### src/rtl/ahb_cmd_master_if.sv
// Bus bundle for ahb_cmd_master: command/response stream plus the AHB3-Lite
// master/slave signals. The master modport is the initiator's view.
interface ahb_cmd_master_if;
  logic        s_cmd_valid_i;
  logic        s_cmd_ready_o;
  logic [31:0] s_cmd_addr_i;
  logic        s_cmd_write_i;
  logic [2:0]  s_cmd_size_i;
  logic [31:0] s_cmd_wdata_i;
  logic        s_rsp_valid_o;
  logic [31:0] s_rsp_rdata_o;
  logic        s_rsp_err_o;
  logic        s_busy_o;
  logic [31:0] s_haddr_o;
  logic [1:0]  s_htrans_o;
  logic        s_hwrite_o;
  logic [2:0]  s_hsize_o;
  logic [2:0]  s_hburst_o;
  logic [3:0]  s_hprot_o;
  logic        s_hmastlock_o;
  logic [31:0] s_hwdata_o;
  logic [31:0] s_hrdata_i;
  logic        s_hready_i;
  logic        s_hresp_i;

  modport master (
    input  s_cmd_valid_i, s_cmd_addr_i, s_cmd_write_i, s_cmd_size_i, s_cmd_wdata_i,
    input  s_hrdata_i, s_hready_i, s_hresp_i,
    output s_cmd_ready_o, s_rsp_valid_o, s_rsp_rdata_o, s_rsp_err_o, s_busy_o,
    output s_haddr_o, s_htrans_o, s_hwrite_o, s_hsize_o, s_hburst_o, s_hprot_o,
    output s_hmastlock_o, s_hwdata_o
  );

  modport slave (
    output s_cmd_valid_i, s_cmd_addr_i, s_cmd_write_i, s_cmd_size_i, s_cmd_wdata_i,
    output s_hrdata_i, s_hready_i, s_hresp_i,
    input  s_cmd_ready_o, s_rsp_valid_o, s_rsp_rdata_o, s_rsp_err_o, s_busy_o,
    input  s_haddr_o, s_htrans_o, s_hwrite_o, s_hsize_o, s_hburst_o, s_hprot_o,
    input  s_hmastlock_o, s_hwdata_o
  );
endinterface

### src/rtl/ahb_cmd_master.sv
// AHB3-Lite initiator: turns a valid/ready command stream into SINGLE transfers
// with one overlapped address/data phase and in-order responses.
module ahb_cmd_master (
  input  logic          s_clk_i,
  input  logic          s_rst_i,
  ahb_cmd_master_if.master bus
);
  logic        a_vld_q, a_vld_d;
  logic [31:0] a_addr_q, a_addr_d;
  logic        a_write_q, a_write_d;
  logic [2:0]  a_size_q, a_size_d;
  logic [31:0] a_wdata_q, a_wdata_d;
  logic        d_vld_q, d_vld_d;
  logic        d_write_q, d_write_d;
  logic [31:0] d_wdata_q, d_wdata_d;
  logic        cancel_q, cancel_d;
  logic        rsp_vld_q, rsp_vld_d;
  logic [31:0] rsp_rdata_q, rsp_rdata_d;
  logic        rsp_err_q, rsp_err_d;

  logic a_issue;
  logic cmd_ready;
  logic accept;

  // A cancelled address phase is suppressed to IDLE but its contents are kept.
  assign a_issue   = a_vld_q & ~cancel_q;
  assign cmd_ready = ~s_rst_i & (~a_vld_q | (bus.s_hready_i & ~cancel_q));
  assign accept    = bus.s_cmd_valid_i & cmd_ready;

  always_comb begin
    a_vld_d     = a_vld_q;
    a_addr_d    = a_addr_q;
    a_write_d   = a_write_q;
    a_size_d    = a_size_q;
    a_wdata_d   = a_wdata_q;
    d_vld_d     = d_vld_q;
    d_write_d   = d_write_q;
    d_wdata_d   = d_wdata_q;
    cancel_d    = cancel_q;
    rsp_vld_d   = 1'b0;
    rsp_rdata_d = '0;
    rsp_err_d   = 1'b0;

    if (bus.s_hready_i) begin
      d_vld_d   = a_issue;
      d_write_d = a_write_q;
      d_wdata_d = a_write_q ? a_wdata_q : '0;
      if (a_issue) a_vld_d = 1'b0;
    end

    if (accept) begin
      a_vld_d   = 1'b1;
      a_addr_d  = bus.s_cmd_addr_i;
      a_write_d = bus.s_cmd_write_i;
      a_size_d  = bus.s_cmd_size_i;
      a_wdata_d = bus.s_cmd_wdata_i;
    end

    if (d_vld_q && bus.s_hready_i) begin
      rsp_vld_d   = 1'b1;
      rsp_rdata_d = (!d_write_q && !bus.s_hresp_i) ? bus.s_hrdata_i : '0;
      rsp_err_d   = bus.s_hresp_i;
    end

    // First ERROR cycle forces IDLE on the following cycle; an ERROR seen
    // together with HREADY completes immediately without cancelling.
    if (d_vld_q && bus.s_hresp_i && !bus.s_hready_i) begin
      cancel_d = 1'b1;
    end else if (bus.s_hready_i) begin
      cancel_d = 1'b0;
    end
  end

  always_ff @(posedge s_clk_i) begin
    if (s_rst_i) begin
      a_vld_q     <= 1'b0;
      a_addr_q    <= '0;
      a_write_q   <= 1'b0;
      a_size_q    <= '0;
      a_wdata_q   <= '0;
      d_vld_q     <= 1'b0;
      d_write_q   <= 1'b0;
      d_wdata_q   <= '0;
      cancel_q    <= 1'b0;
      rsp_vld_q   <= 1'b0;
      rsp_rdata_q <= '0;
      rsp_err_q   <= 1'b0;
    end else begin
      a_vld_q     <= a_vld_d;
      a_addr_q    <= a_addr_d;
      a_write_q   <= a_write_d;
      a_size_q    <= a_size_d;
      a_wdata_q   <= a_wdata_d;
      d_vld_q     <= d_vld_d;
      d_write_q   <= d_write_d;
      d_wdata_q   <= d_wdata_d;
      cancel_q    <= cancel_d;
      rsp_vld_q   <= rsp_vld_d;
      rsp_rdata_q <= rsp_rdata_d;
      rsp_err_q   <= rsp_err_d;
    end
  end

  assign bus.s_cmd_ready_o = cmd_ready;
  assign bus.s_rsp_valid_o = rsp_vld_q;
  assign bus.s_rsp_rdata_o = rsp_rdata_q;
  assign bus.s_rsp_err_o   = rsp_err_q;
  assign bus.s_busy_o      = a_vld_q | d_vld_q;
  assign bus.s_haddr_o     = a_addr_q;
  assign bus.s_htrans_o    = a_issue ? 2'b10 : 2'b00;
  assign bus.s_hwrite_o    = a_write_q;
  assign bus.s_hsize_o     = a_size_q;
  assign bus.s_hburst_o    = 3'b000;
  assign bus.s_hprot_o     = 4'b0011;
  assign bus.s_hmastlock_o = 1'b0;
  assign bus.s_hwdata_o    = d_vld_q ? d_wdata_q : '0;
endmodule

### src/flat_wrapper.sv
// flat-port wrapper written by rule: the top's interface ports become plain ports
module ahb_cmd_master_flat 
  (s_clk_i, s_rst_i, bus_s_cmd_valid_i, bus_s_cmd_addr_i, bus_s_cmd_write_i, bus_s_cmd_size_i, bus_s_cmd_wdata_i, bus_s_hrdata_i, bus_s_hready_i, bus_s_hresp_i, bus_s_cmd_ready_o, bus_s_rsp_valid_o, bus_s_rsp_rdata_o, bus_s_rsp_err_o, bus_s_busy_o, bus_s_haddr_o, bus_s_htrans_o, bus_s_hwrite_o, bus_s_hsize_o, bus_s_hburst_o, bus_s_hprot_o, bus_s_hmastlock_o, bus_s_hwdata_o);
  ahb_cmd_master_if bus_i ();
  input  logic s_clk_i;
  input  logic s_rst_i;
  input wire logic [$bits(bus_i.s_cmd_valid_i)-1:0] bus_s_cmd_valid_i;
  input wire logic [$bits(bus_i.s_cmd_addr_i)-1:0] bus_s_cmd_addr_i;
  input wire logic [$bits(bus_i.s_cmd_write_i)-1:0] bus_s_cmd_write_i;
  input wire logic [$bits(bus_i.s_cmd_size_i)-1:0] bus_s_cmd_size_i;
  input wire logic [$bits(bus_i.s_cmd_wdata_i)-1:0] bus_s_cmd_wdata_i;
  input wire logic [$bits(bus_i.s_hrdata_i)-1:0] bus_s_hrdata_i;
  input wire logic [$bits(bus_i.s_hready_i)-1:0] bus_s_hready_i;
  input wire logic [$bits(bus_i.s_hresp_i)-1:0] bus_s_hresp_i;
  output wire logic [$bits(bus_i.s_cmd_ready_o)-1:0] bus_s_cmd_ready_o;
  output wire logic [$bits(bus_i.s_rsp_valid_o)-1:0] bus_s_rsp_valid_o;
  output wire logic [$bits(bus_i.s_rsp_rdata_o)-1:0] bus_s_rsp_rdata_o;
  output wire logic [$bits(bus_i.s_rsp_err_o)-1:0] bus_s_rsp_err_o;
  output wire logic [$bits(bus_i.s_busy_o)-1:0] bus_s_busy_o;
  output wire logic [$bits(bus_i.s_haddr_o)-1:0] bus_s_haddr_o;
  output wire logic [$bits(bus_i.s_htrans_o)-1:0] bus_s_htrans_o;
  output wire logic [$bits(bus_i.s_hwrite_o)-1:0] bus_s_hwrite_o;
  output wire logic [$bits(bus_i.s_hsize_o)-1:0] bus_s_hsize_o;
  output wire logic [$bits(bus_i.s_hburst_o)-1:0] bus_s_hburst_o;
  output wire logic [$bits(bus_i.s_hprot_o)-1:0] bus_s_hprot_o;
  output wire logic [$bits(bus_i.s_hmastlock_o)-1:0] bus_s_hmastlock_o;
  output wire logic [$bits(bus_i.s_hwdata_o)-1:0] bus_s_hwdata_o;
  assign bus_i.s_cmd_valid_i = bus_s_cmd_valid_i;
  assign bus_i.s_cmd_addr_i = bus_s_cmd_addr_i;
  assign bus_i.s_cmd_write_i = bus_s_cmd_write_i;
  assign bus_i.s_cmd_size_i = bus_s_cmd_size_i;
  assign bus_i.s_cmd_wdata_i = bus_s_cmd_wdata_i;
  assign bus_i.s_hrdata_i = bus_s_hrdata_i;
  assign bus_i.s_hready_i = bus_s_hready_i;
  assign bus_i.s_hresp_i = bus_s_hresp_i;
  assign bus_s_cmd_ready_o = bus_i.s_cmd_ready_o;
  assign bus_s_rsp_valid_o = bus_i.s_rsp_valid_o;
  assign bus_s_rsp_rdata_o = bus_i.s_rsp_rdata_o;
  assign bus_s_rsp_err_o = bus_i.s_rsp_err_o;
  assign bus_s_busy_o = bus_i.s_busy_o;
  assign bus_s_haddr_o = bus_i.s_haddr_o;
  assign bus_s_htrans_o = bus_i.s_htrans_o;
  assign bus_s_hwrite_o = bus_i.s_hwrite_o;
  assign bus_s_hsize_o = bus_i.s_hsize_o;
  assign bus_s_hburst_o = bus_i.s_hburst_o;
  assign bus_s_hprot_o = bus_i.s_hprot_o;
  assign bus_s_hmastlock_o = bus_i.s_hmastlock_o;
  assign bus_s_hwdata_o = bus_i.s_hwdata_o;
  ahb_cmd_master u_core (.s_clk_i(s_clk_i), .s_rst_i(s_rst_i), .bus(bus_i));
endmodule
### config.mk
export PLATFORM = sky130hd
export DESIGN_NAME = ahb_cmd_master_flat
export DESIGN_NICKNAME = d
export VERILOG_FILES = /design/src/rtl/ahb_cmd_master_if.sv /design/src/rtl/ahb_cmd_master.sv /design/src/flat_wrapper.sv
export SDC_FILE = /design/constraint.sdc
export NUM_CORES = 1
export LEC_CHECK = 0
export CORE_MARGIN = 2
export CORE_UTILIZATION = 26
export CTS_BUF_LIST = sky130_fd_sc_hd__clkbuf_2 sky130_fd_sc_hd__clkbuf_4 sky130_fd_sc_hd__clkbuf_8
export DETAILED_ROUTE_END_ITERATION = 6
export GPL_ROUTABILITY_DRIVEN = 0
export PLACE_DENSITY = 0.68
export SLEW_MARGIN = 25
export SYNTH_ARGS = -nofsm -noshare
export SYNTH_HDL_FRONTEND = slang
export SYNTH_SLANG_ARGS = --single-unit
export TNS_END_PERCENT = 1
### constraint.sdc
create_clock -name s_clk_i -period 1.39 [get_ports s_clk_i]
set_input_delay 0.139 -clock s_clk_i [delete_from_list [all_inputs] [get_ports s_clk_i]]
set_output_delay 0.139 -clock s_clk_i [all_outputs]
set_load 0.01 [all_outputs]
# Yosys cells after proc, flatten, opt, wreduce, memory -nomap -nowiden
# Index checks and enable logic that the tools add are counted.
dict set report totals {
  regBits 138
  inputBits 105
  output_inout_bits 114
}
dict set report op_classes {
  muxes 9
  bitwise_logic 11
  reduce_logical 13
}
# op count
set op_table {}
lappend op_table {{$mux W32} 2}
lappend op_table {{$mux W1} 6}
lappend op_table {{$reduce_bool A2 Y1} 3}
lappend op_table {{$not A1 Y1} 5}
lappend op_table {{$and A1 B1 Y1} 4}
lappend op_table {{$logic_and A1 B1 Y1} 4}
lappend op_table {{$logic_not A1 Y1} 3}
lappend op_table {{$reduce_or A3 Y1} 1}
lappend op_table {{$mux W2} 1}
lappend op_table {{$or A1 B1 Y1} 2}
lappend op_table {{$reduce_and A2 Y1} 1}
lappend op_table {{$reduce_or A2 Y1} 1}

# Depth between registers and ports, before layout
dict set report depth {
  depth_word 7
  mapped_depth 5
}

# Least setup slack after synthesis
# Ideal clock, no wire load.
dict set report synth_timing {
  kind {register to register}
  from {reg u_core.cancel_q}
  to {reg u_core.a_wdata_q[11]}
  arrival_ns 1.296
  slack_ns -0.029
  stages_incl_launch_ff 6
  path_buffers 2
  synth_period_minus_slack_ns 1.419
  cell_sequence {dfxtp_1 > nand2b_2 > a21oi_4 > buf_6 > buf_6 > mux2_1}
}
dict set report synth_between {
  elab_chain_cells 5
}
# element line
set synth_rtl {}
lappend synth_rtl {{start: declaration} ahb_cmd_master.sv:16} ;# logic cancel_q, cancel_d;
lappend synth_rtl {{start signal: assignment} ahb_cmd_master.sv:97} ;# cancel_q <= cancel_d;
lappend synth_rtl {{$not A1 Y1} ahb_cmd_master.sv:27} ;# assign cmd_ready = ~s_rst_i & (~a_vld_q | (bus.s_hready_i & ~cancel_q));
lappend synth_rtl {{$and A1 B1 Y1} ahb_cmd_master.sv:27}
lappend synth_rtl {{$or A1 B1 Y1} ahb_cmd_master.sv:27}
lappend synth_rtl {{$and A1 B1 Y1} ahb_cmd_master.sv:27}
lappend synth_rtl {{$and A1 B1 Y1} ahb_cmd_master.sv:28} ;# assign accept = bus.s_cmd_valid_i & cmd_ready;
lappend synth_rtl {{end signal: assignment} ahb_cmd_master.sv:93} ;# a_wdata_q <= a_wdata_d;
lappend synth_rtl {{end: declaration} ahb_cmd_master.sv:12} ;# logic [31:0] a_wdata_q, a_wdata_d;
# Every way passes these cells.
# A chain may end at the register's enable or synchronous reset.

# Final worst setup path
dict set report layout_timing {
  from {reg u_core.d_vld_q}
  to {out bus_s_hwdata_o[22]}
}
dict set report layout_between {
  elab_chain_cells 1
}
# element line
set layout_rtl {}
lappend layout_rtl {{start: declaration} ahb_cmd_master.sv:13} ;# logic d_vld_q, d_vld_d;
lappend layout_rtl {{start signal: assignment} ahb_cmd_master.sv:94} ;# d_vld_q <= d_vld_d;
lappend layout_rtl {{$mux W32} ahb_cmd_master.sv:116} ;# assign bus.s_hwdata_o = d_vld_q ? d_wdata_q : '0;
lappend layout_rtl {{end: declaration} flat_wrapper.sv:27} ;# output wire logic [$bits(bus_i.s_hwdata_o)-1:0] bus_s_hwdata_o;
# Every way passes these cells.

==> impl_results.md <==
- Final Max Slew Viols: 0
- Synth Instances: 428
- Dpl cells: ~860
- DRT Wirelength: between 10 and 15 mm
- CTS tree: built
- CP peak stage delay: about 0.37 ns
- Fin cells: 897
- Leak: about 0.0036 uW
- DP Area: between 7000 and 8000 um^2
- Die area: a little over 20,000 um^2
- Top cell type's share of synthesized area: a little under three fifths
- Starting density of the core: 26.6%
- Yosys reg bits: ~140
- Die height: 143 um
- Vias per cell: just over 4
- Layout cells sized above 1: ~25%
- Register area: about 2800 um^2
- Primary FF master, synth: dfxtp_1
- Power Dens Cells: between 1000 and 1500 nW/um^2
- Largest net degree at the start of global routing: slightly below 70
- Type of origin of the critical path: register
- Kind of critical path: reg -> out
- Post-Syn Area: 5000 um^2
- R2r worst-path depth: 6
- Initial antenna violation count: 1
- Std cell rows: 50
- Cell Chain, Critical Path: buf_6, clkbuf_16, and2_4, buf_6
- Syn avg cell area: between 10 and 15 um^2
- Nets: 755
- Hold path start: s_rst_i
- Reg2reg start: u_core.d_vld_q
- Worst-path fanout max: 5
- Crit-path slowest cell: dfxtp_4
- Drt pass-1 iters: 3
- Maxcap violations: 0
- Die width: 143 um
- Gr ovfl total: 0
- Ys async rst share: 0%
- Multi-input gate area: about 2200 um^2
- Antenna Nets Post-Route: 0
- Io pins: around 220
- Core Region: about 19,000 um^2
- Reg2reg end: u_core.bus.s_rsp_rdata_o[8]
- Area added between synthesis and finish: 58.2%
- Max rail drop VDD: roughly 0.47 mV
- # fillers: approximately 1,800
- IO buf count: 209
- RSZ-0062 raised after global routing: true
- Residual DRC: 0
- Design area: around 8000 um^2
- Drt initial violations: 71
- Inserted Clock Buffers: 17
- Synth warn: 0
- Violated checks: negative setup slack
- Hold Crit Depth: 3
- Global Route Usage Sum: 12.6%
- Cts hold-fix bufs: 0
- Worst hold path type: in -> reg
- Count leader, synth: dfxtp_1
- Routed WL per cell: 14.3 um
- Top post-synthesis cells by count: 138 x dfxtp_1, 69 x nor2b_1, 65 x and2_1, 48 x mux2_2, 32 x a22o_1
- Clk Latency, worst-skew pair: between 0.4 and 0.5 ns
- Max frequency: between 0.6 and 0.7 GHz
- Outcome: finished, violations left
- Antenna fix cells: 0
- Area leader, netlist: dfxtp_1
- Post-DP HPWL: 8.85 mm
- Vias in the first global route: ~3,700
- First-pass GRT wire length: a little under 20 mm
- WHS: 0.0610 ns
- CTS H-tree depth: 4
- Post-synth EDFFs: 0
- Distinct cells, synth: 24
- CTS root buf: clkbuf_8
- Clk slew on worst S/H paths: around 0.080 ns
- Top delay family on crit path: buffers and inverters
- Clock skew: 0.00649 ns
- Maximum buffer depth of the clock tree: 2
- Worst Setup End Kind: output port
- Reg2reg setup slack: -0.06 ns
- # clock sinks: 138
- Setup violators final: just under 60
- Fin. Hold Viols: 0
- Top area cells in the synthesized netlist: dfxtp_1 55%, mux2_2 11%, nor2b_1 8.6%, and2_1 8.1%, a22o_1 5.6%
- Final period util: 105%
- Min-Delay Endpoint: u_core.a_vld_q
- Min Tclk post-route: 1.46 ns
- Vias: between 3,000 and 4,000
- Worst path most repeated cell: buf_6
- Fin worst setup slack: -0.0703 ns
- Worst path buffer plus inverter count: 3
- CP required: ~1.3 ns
- Data arrival, critical path: about 1.3 ns
- Part of the Yosys area used for sequential elements: between 50% and 60%
- Final core area utilization: 42.1%
[registers in the layout (all words and copies together) (netlist names)]
register / flops
u_core.bus.s_rsp_err_o: 1
u_core.bus.s_rsp_valid_o: 1
u_core.d_vld_q: 1
u_core.bus.s_rsp_rdata_o: 32
u_core.d_wdata_q: 32
u_core.cancel_q: 1
u_core.bus.s_hsize_o: 3
u_core.a_wdata_q: 32
u_core.bus.s_haddr_o: 32
u_core.bus.s_hwrite_o: 1
u_core.d_write_q: 1
u_core.a_vld_q: 1
[worst min-delay path: cells and delay by family]
family | cells | cell delay, ns
buf+inv | 2 | 0.28
simple gates | 1 | 0.04
[per-layer routing]
layer	wire length [um]	GRT usage, %	vias up
li1	-	-	1852
met1	5310	14.3	1701
met2	6070	19.9	126
met3	1180	6.87	19
met4	278	5.00	2
met5	16	0	-
[how the worst max path moves through the flow]
stage	from	to	slack (ns)	cells past startpoint
6_report	u_core.d_vld_q	bus_s_hwdata_o[22]	-0.07	4
5_1_grt	u_core.d_vld_q	bus_s_hwdata_o[22]	-0.15	4
4_1_cts	u_core.d_vld_q	bus_s_hwdata_o[31]	-0.15	4
3_5_place_dp	bus_s_hready_i	u_core.bus.s_haddr_o[7]	-0.33	5
3_3_place_gp	bus_s_hready_i	u_core.bus.s_haddr_o[2]	-0.32	5
2_1_floorplan	u_core.cancel_q	u_core.a_wdata_q[11]	0.05	5
[stage by stage]
stage                     total power (uW)  setup TNS [ns]  setup slack [ns]
after CTS                             8780           -2.00            -0.153
after detailed placement              5300          -36.35            -0.335
final                                 8660           -2.35           -0.0703
after global placement                5290          -34.81            -0.318
after global routing                  9080           -9.14            -0.151
after floorplan                       4720               0            0.0526
[placed cells by master, fill, tap and decap left out]
cell type,count
clkbuf_8,18
mux2_1,19
a21o_1,1
dfxtp_1,135
buf_8,2
buf_4,9
mux2_2,33
nor3b_4,1
dfxtp_2,2
a22o_1,32
and3b_2,1
buf_2,18
dfxtp_4,1
clkinv_4,3
inv_6,2
nor2_2,1
and2_4,17
a21oi_4,1
or2_4,1
buf_12,7
clkbuf_16,1
clkinvlp_4,3
a21oi_1,3
nor2b_1,68
clkdlybuf4s50_1,103
nor2_1,2
and2_1,48
nor2b_2,1
and3b_1,1
mux2i_1,1
conb_1,9
clkinv_2,3
buf_6,24
bufinv_16,3
nor3_1,1
nand2b_4,1
dlygate4sd2_1,70
nand2b_1,1
mux2_4,16
[cell type report]
cell class	instances	share of cell area [%]
multi-input cells	259	27.3
well taps	234	3.70
clock inverters	14	2.17
flip-flops and latches	138	35.0
repair buffers	234	28.7
clock buffers	18	3.13
[report_power, final]
group / internal (uW) / switching (uW) / total [uW]
clock: 1830 / 1630 / 3460
sequential: 4130 / 75.8 / 4200
combinational: 645 / 351 / 996
[cell families (layout without fill, tap and decap cells)]
| group | count (synthesis) | count (layout) | synth area share (%) |
|---|---|---|---|
| and+or+nand+nor | 144 | 144 | 18.1 |
| DFF | 138 | 138 | 55.3 |
| buffers and inverters | 38 | 266 | 4.53 |
| muxes | 69 | 69 | 15.5 |
| AOI/OAI and AO/OA | 37 | 37 | 6.38 |
| other | 2 | 9 | 0.150 |
[what timing repair did]
item / in CTS / in global routing
gates cloned: 0 / 1
pin swaps: 0 / 2
resized for setup: 231 / 50
buffers inserted: 1 / 2
endpoints found under the setup margin: 135 / 122
(Power assumes the default switching activity.)
